[config.mk]
export PLATFORM = sky130hd
export DESIGN_NAME = div7_correct_flat
export DESIGN_NICKNAME = d
export VERILOG_FILES = /design/src/rtl/div7_correct_pkg.sv /design/src/rtl/div7_correct_if.sv /design/src/rtl/div7_correct_dly_line.sv /design/src/rtl/div7_correct.sv /design/src/flat_wrapper.sv
export SDC_FILE = /design/constraint.sdc
export NUM_CORES = 1
export LEC_CHECK = 0
export CAP_MARGIN = 20
export CORE_MARGIN = 2
export CORE_UTILIZATION = 30
export CTS_BUF_LIST = sky130_fd_sc_hd__clkbuf_8 sky130_fd_sc_hd__clkbuf_16
export DETAILED_ROUTE_END_ITERATION = 8
export PLACE_DENSITY = 0.42
export SYNTH_ARGS = -nofsm -noshare
export SYNTH_HDL_FRONTEND = slang
export SYNTH_SLANG_ARGS = --single-unit
[constraint.sdc]
create_clock -name clk -period 16.82 [get_ports clk]
set_input_delay 1.682 -clock clk [delete_from_list [all_inputs] [get_ports clk]]
set_output_delay 1.682 -clock clk [all_outputs]
set_load 0.1 [all_outputs]
[src/rtl/div7_correct_pkg.sv]
`default_nettype none
// ============================================================================
// Module      : div7_pkg
// Description : Shared constants and helpers for the divide-by-7 correction
//               stage: datapath widths, upstream latency default, the
//               shift-add reciprocal approximation and the remainder
//               thresholds used by the final refinement step.
// Ports       : (package, no ports)
// Revision    : 1.0 - initial release
// ============================================================================
package div7_pkg;

  localparam int WIDTH   = 20;   // dividend / quotient width
  localparam int DIVISOR = 7;
  localparam int DIV_LAT = 8;    // upstream approximator latency
  localparam int REM_W   = WIDTH + 2;  // signed residual width

  // Remainder thresholds: multiples of the divisor.
  localparam int TH_7  = 7;
  localparam int TH_14 = 14;
  localparam int TH_21 = 21;
  localparam int TH_28 = 28;

  // x/7 ~= x/8 + x/64 + x/512 ; always an under-estimate for x >= 0.
  function automatic logic [REM_W-1:0] shift_sum(input logic [REM_W-1:0] x);
    return (x >> 3) + (x >> 6) + (x >> 9);
  endfunction

endpackage
`default_nettype wire

[src/rtl/div7_correct_if.sv]
`default_nettype none
// ============================================================================
// Module      : div7_correct_if
// Description : Bundle of the data/valid signals around the divide-by-7
//               correction stage.
// Signals     : in_valid  - dividend valid (same cycle as upstream input)
//               dividend  - dividend a
//               q_approx  - upstream approximate quotient, DIV_LAT later
//               out_valid - q_out/r_out valid
//               q_out     - floor(a/7)
//               r_out     - a mod 7
//               err       - sticky range-violation flag
// Modports    : master - drives dividend/q_approx, observes results
//               slave  - the correction stage itself
// Revision    : 1.0 - initial release
// ============================================================================
interface div7_correct_if #(
  parameter int WIDTH = div7_pkg::WIDTH
);
  logic             in_valid;
  logic [WIDTH-1:0] dividend;
  logic [WIDTH-1:0] q_approx;
  logic             out_valid;
  logic [WIDTH-1:0] q_out;
  logic [2:0]       r_out;
  logic             err;

  modport master (
    output in_valid, dividend, q_approx,
    input  out_valid, q_out, r_out, err
  );

  modport slave (
    input  in_valid, dividend, q_approx,
    output out_valid, q_out, r_out, err
  );
endinterface
`default_nettype wire

[src/rtl/div7_correct_dly_line.sv]
`default_nettype none
// ============================================================================
// Module      : dly_line
// Description : DEPTH-stage valid/data delay chain. The valid bit always
//               shifts; each data stage only loads when the valid feeding it
//               is set, so idle slots hold their previous contents.
// Ports       : clk, rst_n (async, active low)
//               in_valid/in_data   - chain input
//               out_valid/out_data - chain output, DEPTH cycles later
// Revision    : 1.0 - initial release
// ============================================================================
module dly_line #(
  parameter int DEPTH = 1,
  parameter int W     = 1
) (
  input  logic         clk,
  input  logic         rst_n,
  input  logic         in_valid,
  input  logic [W-1:0] in_data,
  output logic         out_valid,
  output logic [W-1:0] out_data
);

  logic [DEPTH-1:0] r_vld;
  logic [W-1:0]     r_data [DEPTH];

  always_ff @(posedge clk or negedge rst_n) begin
    if (!rst_n) begin
      r_vld <= '0;
      for (int i = 0; i < DEPTH; i++) begin
        r_data[i] <= '0;
      end
    end else begin
      r_vld[0] <= in_valid;
      if (in_valid) begin
        r_data[0] <= in_data;
      end
      for (int i = 1; i < DEPTH; i++) begin
        r_vld[i] <= r_vld[i-1];
        if (r_vld[i-1]) begin
          r_data[i] <= r_data[i-1];
        end
      end
    end
  end

  assign out_valid = r_vld[DEPTH-1];
  assign out_data  = r_data[DEPTH-1];

endmodule
`default_nettype wire

[src/rtl/div7_correct.sv]
`default_nettype none
// ============================================================================
// Module      : div7_correct
// Description : Turns the upstream shift-add approximate quotient into the
//               exact floor(a/7) and a mod 7. The dividend is delayed to
//               meet its approximate quotient, then refined in three stages:
//                 S1: r0 = a - 7*q_approx
//                 S2: d = shift_sum(|r0|), q1 = q_approx + d, r1 = r0 - 7*d
//                 S3: k = floor(r1/7) (0..3), q = q1 + k, r = r1 - 7*k
//               A sticky err flag records residuals outside the range a
//               correct upstream can produce (r0 < 0 or r1 >= 28).
// Ports       : clk   - rising-edge clock
//               rst_n - asynchronous active-low reset
//               bus   - div7_correct_if slave (see interface header)
// Revision    : 1.0 - initial release
// ============================================================================
module div7_correct #(
  parameter int WIDTH   = div7_pkg::WIDTH,
  parameter int DIV_LAT = div7_pkg::DIV_LAT
) (
  input  logic          clk,
  input  logic          rst_n,
  div7_correct_if.slave bus
);
  import div7_pkg::*;

  localparam int SW = WIDTH + 2;

  localparam logic signed [SW-1:0] C_TH7  = SW'(TH_7);
  localparam logic signed [SW-1:0] C_TH14 = SW'(TH_14);
  localparam logic signed [SW-1:0] C_TH21 = SW'(TH_21);
  localparam logic signed [SW-1:0] C_TH28 = SW'(TH_28);

  // --------------------------------------------------------------------------
  // Alignment: dividend travels alongside the upstream divider
  // --------------------------------------------------------------------------
  logic             w_dly_vld;
  logic [WIDTH-1:0] w_dly_a;

  dly_line #(
    .DEPTH (DIV_LAT),
    .W     (WIDTH)
  ) u_dly_line (
    .clk       (clk),
    .rst_n     (rst_n),
    .in_valid  (bus.in_valid),
    .in_data   (bus.dividend),
    .out_valid (w_dly_vld),
    .out_data  (w_dly_a)
  );

  // --------------------------------------------------------------------------
  // S1: first residual
  // --------------------------------------------------------------------------
  logic signed [SW-1:0] w_a_ext;
  logic signed [SW-1:0] w_q_ext;
  logic signed [SW-1:0] w_r0;

  assign w_a_ext = $signed({2'b00, w_dly_a});
  assign w_q_ext = $signed({2'b00, bus.q_approx});
  assign w_r0    = w_a_ext - (w_q_ext <<< 3) + w_q_ext;

  logic                 r_v1;
  logic [WIDTH-1:0]     r_qa;
  logic signed [SW-1:0] r_r0;
  logic                 r_bad1;

  always_ff @(posedge clk or negedge rst_n) begin
    if (!rst_n) begin
      r_v1   <= 1'b0;
      r_qa   <= '0;
      r_r0   <= '0;
      r_bad1 <= 1'b0;
    end else begin
      r_v1 <= w_dly_vld;
      if (w_dly_vld) begin
        r_qa   <= bus.q_approx;
        r_r0   <= w_r0;
        r_bad1 <= w_r0[SW-1];
      end
    end
  end

  // --------------------------------------------------------------------------
  // S2: second approximation pass on the residual
  // --------------------------------------------------------------------------
  logic signed [SW-1:0] w_mag;
  logic [SW-1:0]        w_d;
  logic signed [SW-1:0] w_d_s;
  logic signed [SW-1:0] w_r1;
  logic [WIDTH-1:0]     w_q1;

  // A negative r0 is already an error; its magnitude just keeps d bounded.
  assign w_mag = r_r0[SW-1] ? -r_r0 : r_r0;
  assign w_d   = shift_sum(w_mag);
  assign w_d_s = $signed(w_d);
  assign w_r1  = r_r0 - (w_d_s <<< 3) + w_d_s;
  assign w_q1  = r_qa + w_d[WIDTH-1:0];

  logic                 r_v2;
  logic [WIDTH-1:0]     r_q1;
  logic signed [SW-1:0] r_r1;
  logic                 r_bad2;

  always_ff @(posedge clk or negedge rst_n) begin
    if (!rst_n) begin
      r_v2   <= 1'b0;
      r_q1   <= '0;
      r_r1   <= '0;
      r_bad2 <= 1'b0;
    end else begin
      r_v2 <= r_v1;
      if (r_v1) begin
        r_q1   <= w_q1;
        r_r1   <= w_r1;
        r_bad2 <= r_bad1 | (w_r1 >= C_TH28);
      end
    end
  end

  // --------------------------------------------------------------------------
  // S3: final small correction, k in 0..3
  // --------------------------------------------------------------------------
  logic [1:0]       w_k;
  logic [WIDTH-1:0] w_q_fin;
  logic [2:0]       w_r_fin;

  always_comb begin
    w_k = 2'd0;
    if (r_r1 >= C_TH21) begin
      w_k = 2'd3;
    end else if (r_r1 >= C_TH14) begin
      w_k = 2'd2;
    end else if (r_r1 >= C_TH7) begin
      w_k = 2'd1;
    end
  end

  assign w_q_fin = r_q1 + {{(WIDTH-2){1'b0}}, w_k};
  // The remainder fits in 3 bits, and -7k == +k modulo 8, so only the low
  // bits of r1 are needed here.
  assign w_r_fin = r_r1[2:0] + {1'b0, w_k};

  logic             r_out_vld;
  logic [WIDTH-1:0] r_q_out;
  logic [2:0]       r_r_out;
  logic             r_err;

  always_ff @(posedge clk or negedge rst_n) begin
    if (!rst_n) begin
      r_out_vld <= 1'b0;
      r_q_out   <= '0;
      r_r_out   <= '0;
      r_err     <= 1'b0;
    end else begin
      r_out_vld <= r_v2;
      if (r_v2) begin
        r_q_out <= w_q_fin;
        r_r_out <= w_r_fin;
      end
      r_err <= r_err | (r_v2 & r_bad2);
    end
  end

  assign bus.out_valid = r_out_vld;
  assign bus.q_out     = r_q_out;
  assign bus.r_out     = r_r_out;
  assign bus.err       = r_err;

endmodule
`default_nettype wire

[src/flat_wrapper.sv]
// flat-port wrapper written by rule: the top's interface ports become plain ports
module div7_correct_flat import div7_pkg::*;
#(
  parameter int WIDTH   = div7_pkg::WIDTH,
  parameter int DIV_LAT = div7_pkg::DIV_LAT
)
  (clk, rst_n, bus_in_valid, bus_dividend, bus_q_approx, bus_out_valid, bus_q_out, bus_r_out, bus_err);
  div7_correct_if #(.WIDTH(WIDTH)) bus_i ();
  input  logic clk;
  input  logic rst_n;
  input wire logic [$bits(bus_i.in_valid)-1:0] bus_in_valid;
  input wire logic [$bits(bus_i.dividend)-1:0] bus_dividend;
  input wire logic [$bits(bus_i.q_approx)-1:0] bus_q_approx;
  output wire logic [$bits(bus_i.out_valid)-1:0] bus_out_valid;
  output wire logic [$bits(bus_i.q_out)-1:0] bus_q_out;
  output wire logic [$bits(bus_i.r_out)-1:0] bus_r_out;
  output wire logic [$bits(bus_i.err)-1:0] bus_err;
  assign bus_i.in_valid = bus_in_valid;
  assign bus_i.dividend = bus_dividend;
  assign bus_i.q_approx = bus_q_approx;
  assign bus_out_valid = bus_i.out_valid;
  assign bus_q_out = bus_i.q_out;
  assign bus_r_out = bus_i.r_out;
  assign bus_err = bus_i.err;
  div7_correct #(.WIDTH(WIDTH), .DIV_LAT(DIV_LAT)) u_core (.clk(clk), .rst_n(rst_n), .bus(bus_i));
endmodule
==> results.cfg <==
[run_status]
outcome = finished clean

[synth]
netlist_instances = 1608
synth.cells.most_frequent = dfrtp_1, mux2_2, inv_1, nand2_1
ys.warnings.count = 0
synth-edff-count = 0
synth_top_area_share_pct = 41.9
synth.cell_area_um2 = 16700
yosysMostFrequentCell = dfrtp_1
seq_area_frac_synth_pct = 41.9
synth_top_cell_by_area = dfrtp_1
synth-seq-cells = 280
synth.avg_cell_area_um2 = 10.4
synth_cell_types = 72
async_flop_share_pct = 100
synth_flop_cell = dfrtp_1
ys_top_cells_by_area = dfrtp_1, mux2_2, ha_1

[clock_tree]
cts_tree = done
cts_hold_buffers = 0
clk_pin_slew_worst_paths_ns = 0.07
clkLatencyLatePin_ns = 0.54
root_buffer = clkbuf_16
cts_num_sinks = 280
cts_setup_buffers = 0
cts_buffers = 35
cts_resized = 0
clock_path_buffers = 3
cts-htree-levels = 2

[timing]
rsz0062_at_grt = no
slew_headroom_pct = 33.7
setup_viol = 0
worst_pin_slew_ns = 0.992
finalMaxSlewViolations = 0
max_freq_ghz = 0.119
fin_crit_sh_pct = 49.8
worst_clock_skew_ns = 0.0180
setup_ws_ns = 8.44
whs_ns = 0.456
finalCriticalPeriod_ns = 8.38
finalHoldViolCount = 0
setup_tns_ns = 0

[place]
dpl.cell_count = 2386
place_congestion = 0.862
dp_slack_ns = 8.51
io_buffer_count = 67
dp_hpwl_um = 31600

[min_path]
min_from = u_core.bus.err$_DFF_PN0_
holdPathEnd = u_core.bus.err$_DFF_PN0_
hp-class = reg2reg
whs_path_depth = 1

[layout]
nNetsFinal = 1856
fin_cells = 2452
layout-drive-gt1-share_pct = 17.3
diodes = 0
area_growth_pct = 16.8

[global_route]
overflow = 0
grt_usage_pct = 14.9
grt_pass1_wl_um = 67400
grt_max_degree = 96
grt_pass1_vias = 11800
antenna_found_initial = 0

[worst_setup_path]
path_max_fanout = 6
reg2reg_from = u_core.r_r0[3]$_DFFE_PN0P_
cpMostUsedCell = inv_1
crit_type = reg2reg
slowest_stage = or4_1
r2r-end = u_core.r_bad2$_DFFE_PN0P_
rrSetupSlack_ns = 8.44
start_kind = flip-flop
reg2reg_depth = 32
cpPeakStageDelay_ns = 0.65
setup.worst_path.end_class = flip-flop
crit_required_ns = 17.27
cp.arrival_ns = 8.83

[floorplan]
initial_core_util_pct = 30.4
core_um2 = 55100
core.rowCount = 86
num_io_pins = 68
die_h_um = 240
die_w_um = 240
die-area_um2 = 57700

[drt]
drt_pass1_iterations = 5
ant_nets = 0
drcViolationCount = 0
wl_per_cell_um = 16.7
vias = 11500
wl_um = 41000
drt_iter0_markers = 551
viasPerCell = 4.70

[flow_run]
cap_violations = 0
-- area by class of cell --
cell class	count	area [um2]
Fill cell	5646	35500
Multi-Input combinational cell	1091	8830
Sequential cell	280	7010
Clock buffer	48	1070
Tap cell	748	936
Timing Repair Buffer	78	808
Inverter	193	724
Clock inverter	14	169
-- cells in the final DEF (no fill, tap or decap), drive strengths merged, types with 11 or more instances in the layout --
master,n
dfrtp,280
inv,198
mux2,197
nand2,99
nor2,95
ha,95
a21oi,88
xnor2,86
o21ai,71
clkdlybuf4s50,66
clkbuf,48
fa,39
xor2,33
nand3,28
a21o,28
nor3,23
a31oi,16
nand2b,15
mux2i,14
o31ai,12
buf,12
and3,11
-- worst max path at each step --
| stage | slack [ns] | startpoint | to |
|---|---|---|---|
| after detailed placement | 8.51 | u_core.r_r0[3]$_DFFE_PN0P_ | u_core.r_bad2$_DFFE_PN0P_ |
| after global placement | 8.49 | u_core.r_r0[3]$_DFFE_PN0P_ | u_core.r_bad2$_DFFE_PN0P_ |
| after CTS | 8.46 | u_core.r_r0[3]$_DFFE_PN0P_ | u_core.r_bad2$_DFFE_PN0P_ |
| after global routing | 7.70 | u_core.r_r0[3]$_DFFE_PN0P_ | u_core.r_bad2$_DFFE_PN0P_ |
| final | 8.44 | u_core.r_r0[3]$_DFFE_PN0P_ | u_core.r_bad2$_DFFE_PN0P_ |
| after floorplan | 9.37 | u_core.r_bad1$_DFFE_PN0P_ | u_core.r_bad2$_DFFE_PN0P_ |
-- sequential cells by signal, summed over array words and instances (netlist names), 3 cells and up --
| signal | flops |
|---|---|
| u_core.r_qa | 20 |
| u_core.r_r1 | 22 |
| u_core.r_q1 | 20 |
| u_core.bus.r_out | 3 |
| u_core.u_dly_line.r_data | 140 |
| u_core.r_r0 | 21 |
| u_core.bus.q_out | 20 |
| u_core.u_dly_line.r_vld | 8 |
| u_core.u_dly_line.out_data | 20 |
-- through the flow --
| step | cell area (um2) | util (%) |
|---|---|---|
| 4_1_cts | 19500 | 35.3 |
| 2_1_floorplan | 16700 | - |
| 6_report | 19500 | 35.5 |
| 3_5_place_dp | 18200 | 33.1 |
| 3_3_place_gp | 18200 | 33.1 |
| 5_1_grt | 19500 | 35.5 |
-- logic make-up after synthesis --
logic type | count (synthesis) | share of synthesized area (%)
AOI/OAI and AO/OA | 287 | 10.8
xor gates and xnor gates | 119 | 6.23
adders and majority gates | 135 | 11.8
buffers and inverters | 238 | 5.35
DFF | 280 | 41.9
muxes | 211 | 14.1
other | 1 | 0.0224
and+or+nand+nor | 337 | 9.75
-- metal layers --
metal  routed length, um  global-route usage, %
met5                   0                      0
met4                 966                   4.35
met3                1180                   2.16
met2               19300                   24.8
met1               19500                   20.2
-- critical path, delay by kind of cell (launching register included) --
family / cells / cell delay, ns
AO/OA/AOI/OAI: 14 / 3.33
adder cells (fa/ha/maj): 5 / 1.86
AND/OR/NAND/NOR: 4 / 1.48
XOR/XNOR: 4 / 0.80
flip-flops: 1 / 0.42
buffers and inverters: 5 / 0.38
Power is left out: the tool's default activity adds up to more than one toggle a clock period on the data nets, which glitch-free logic cannot reach.
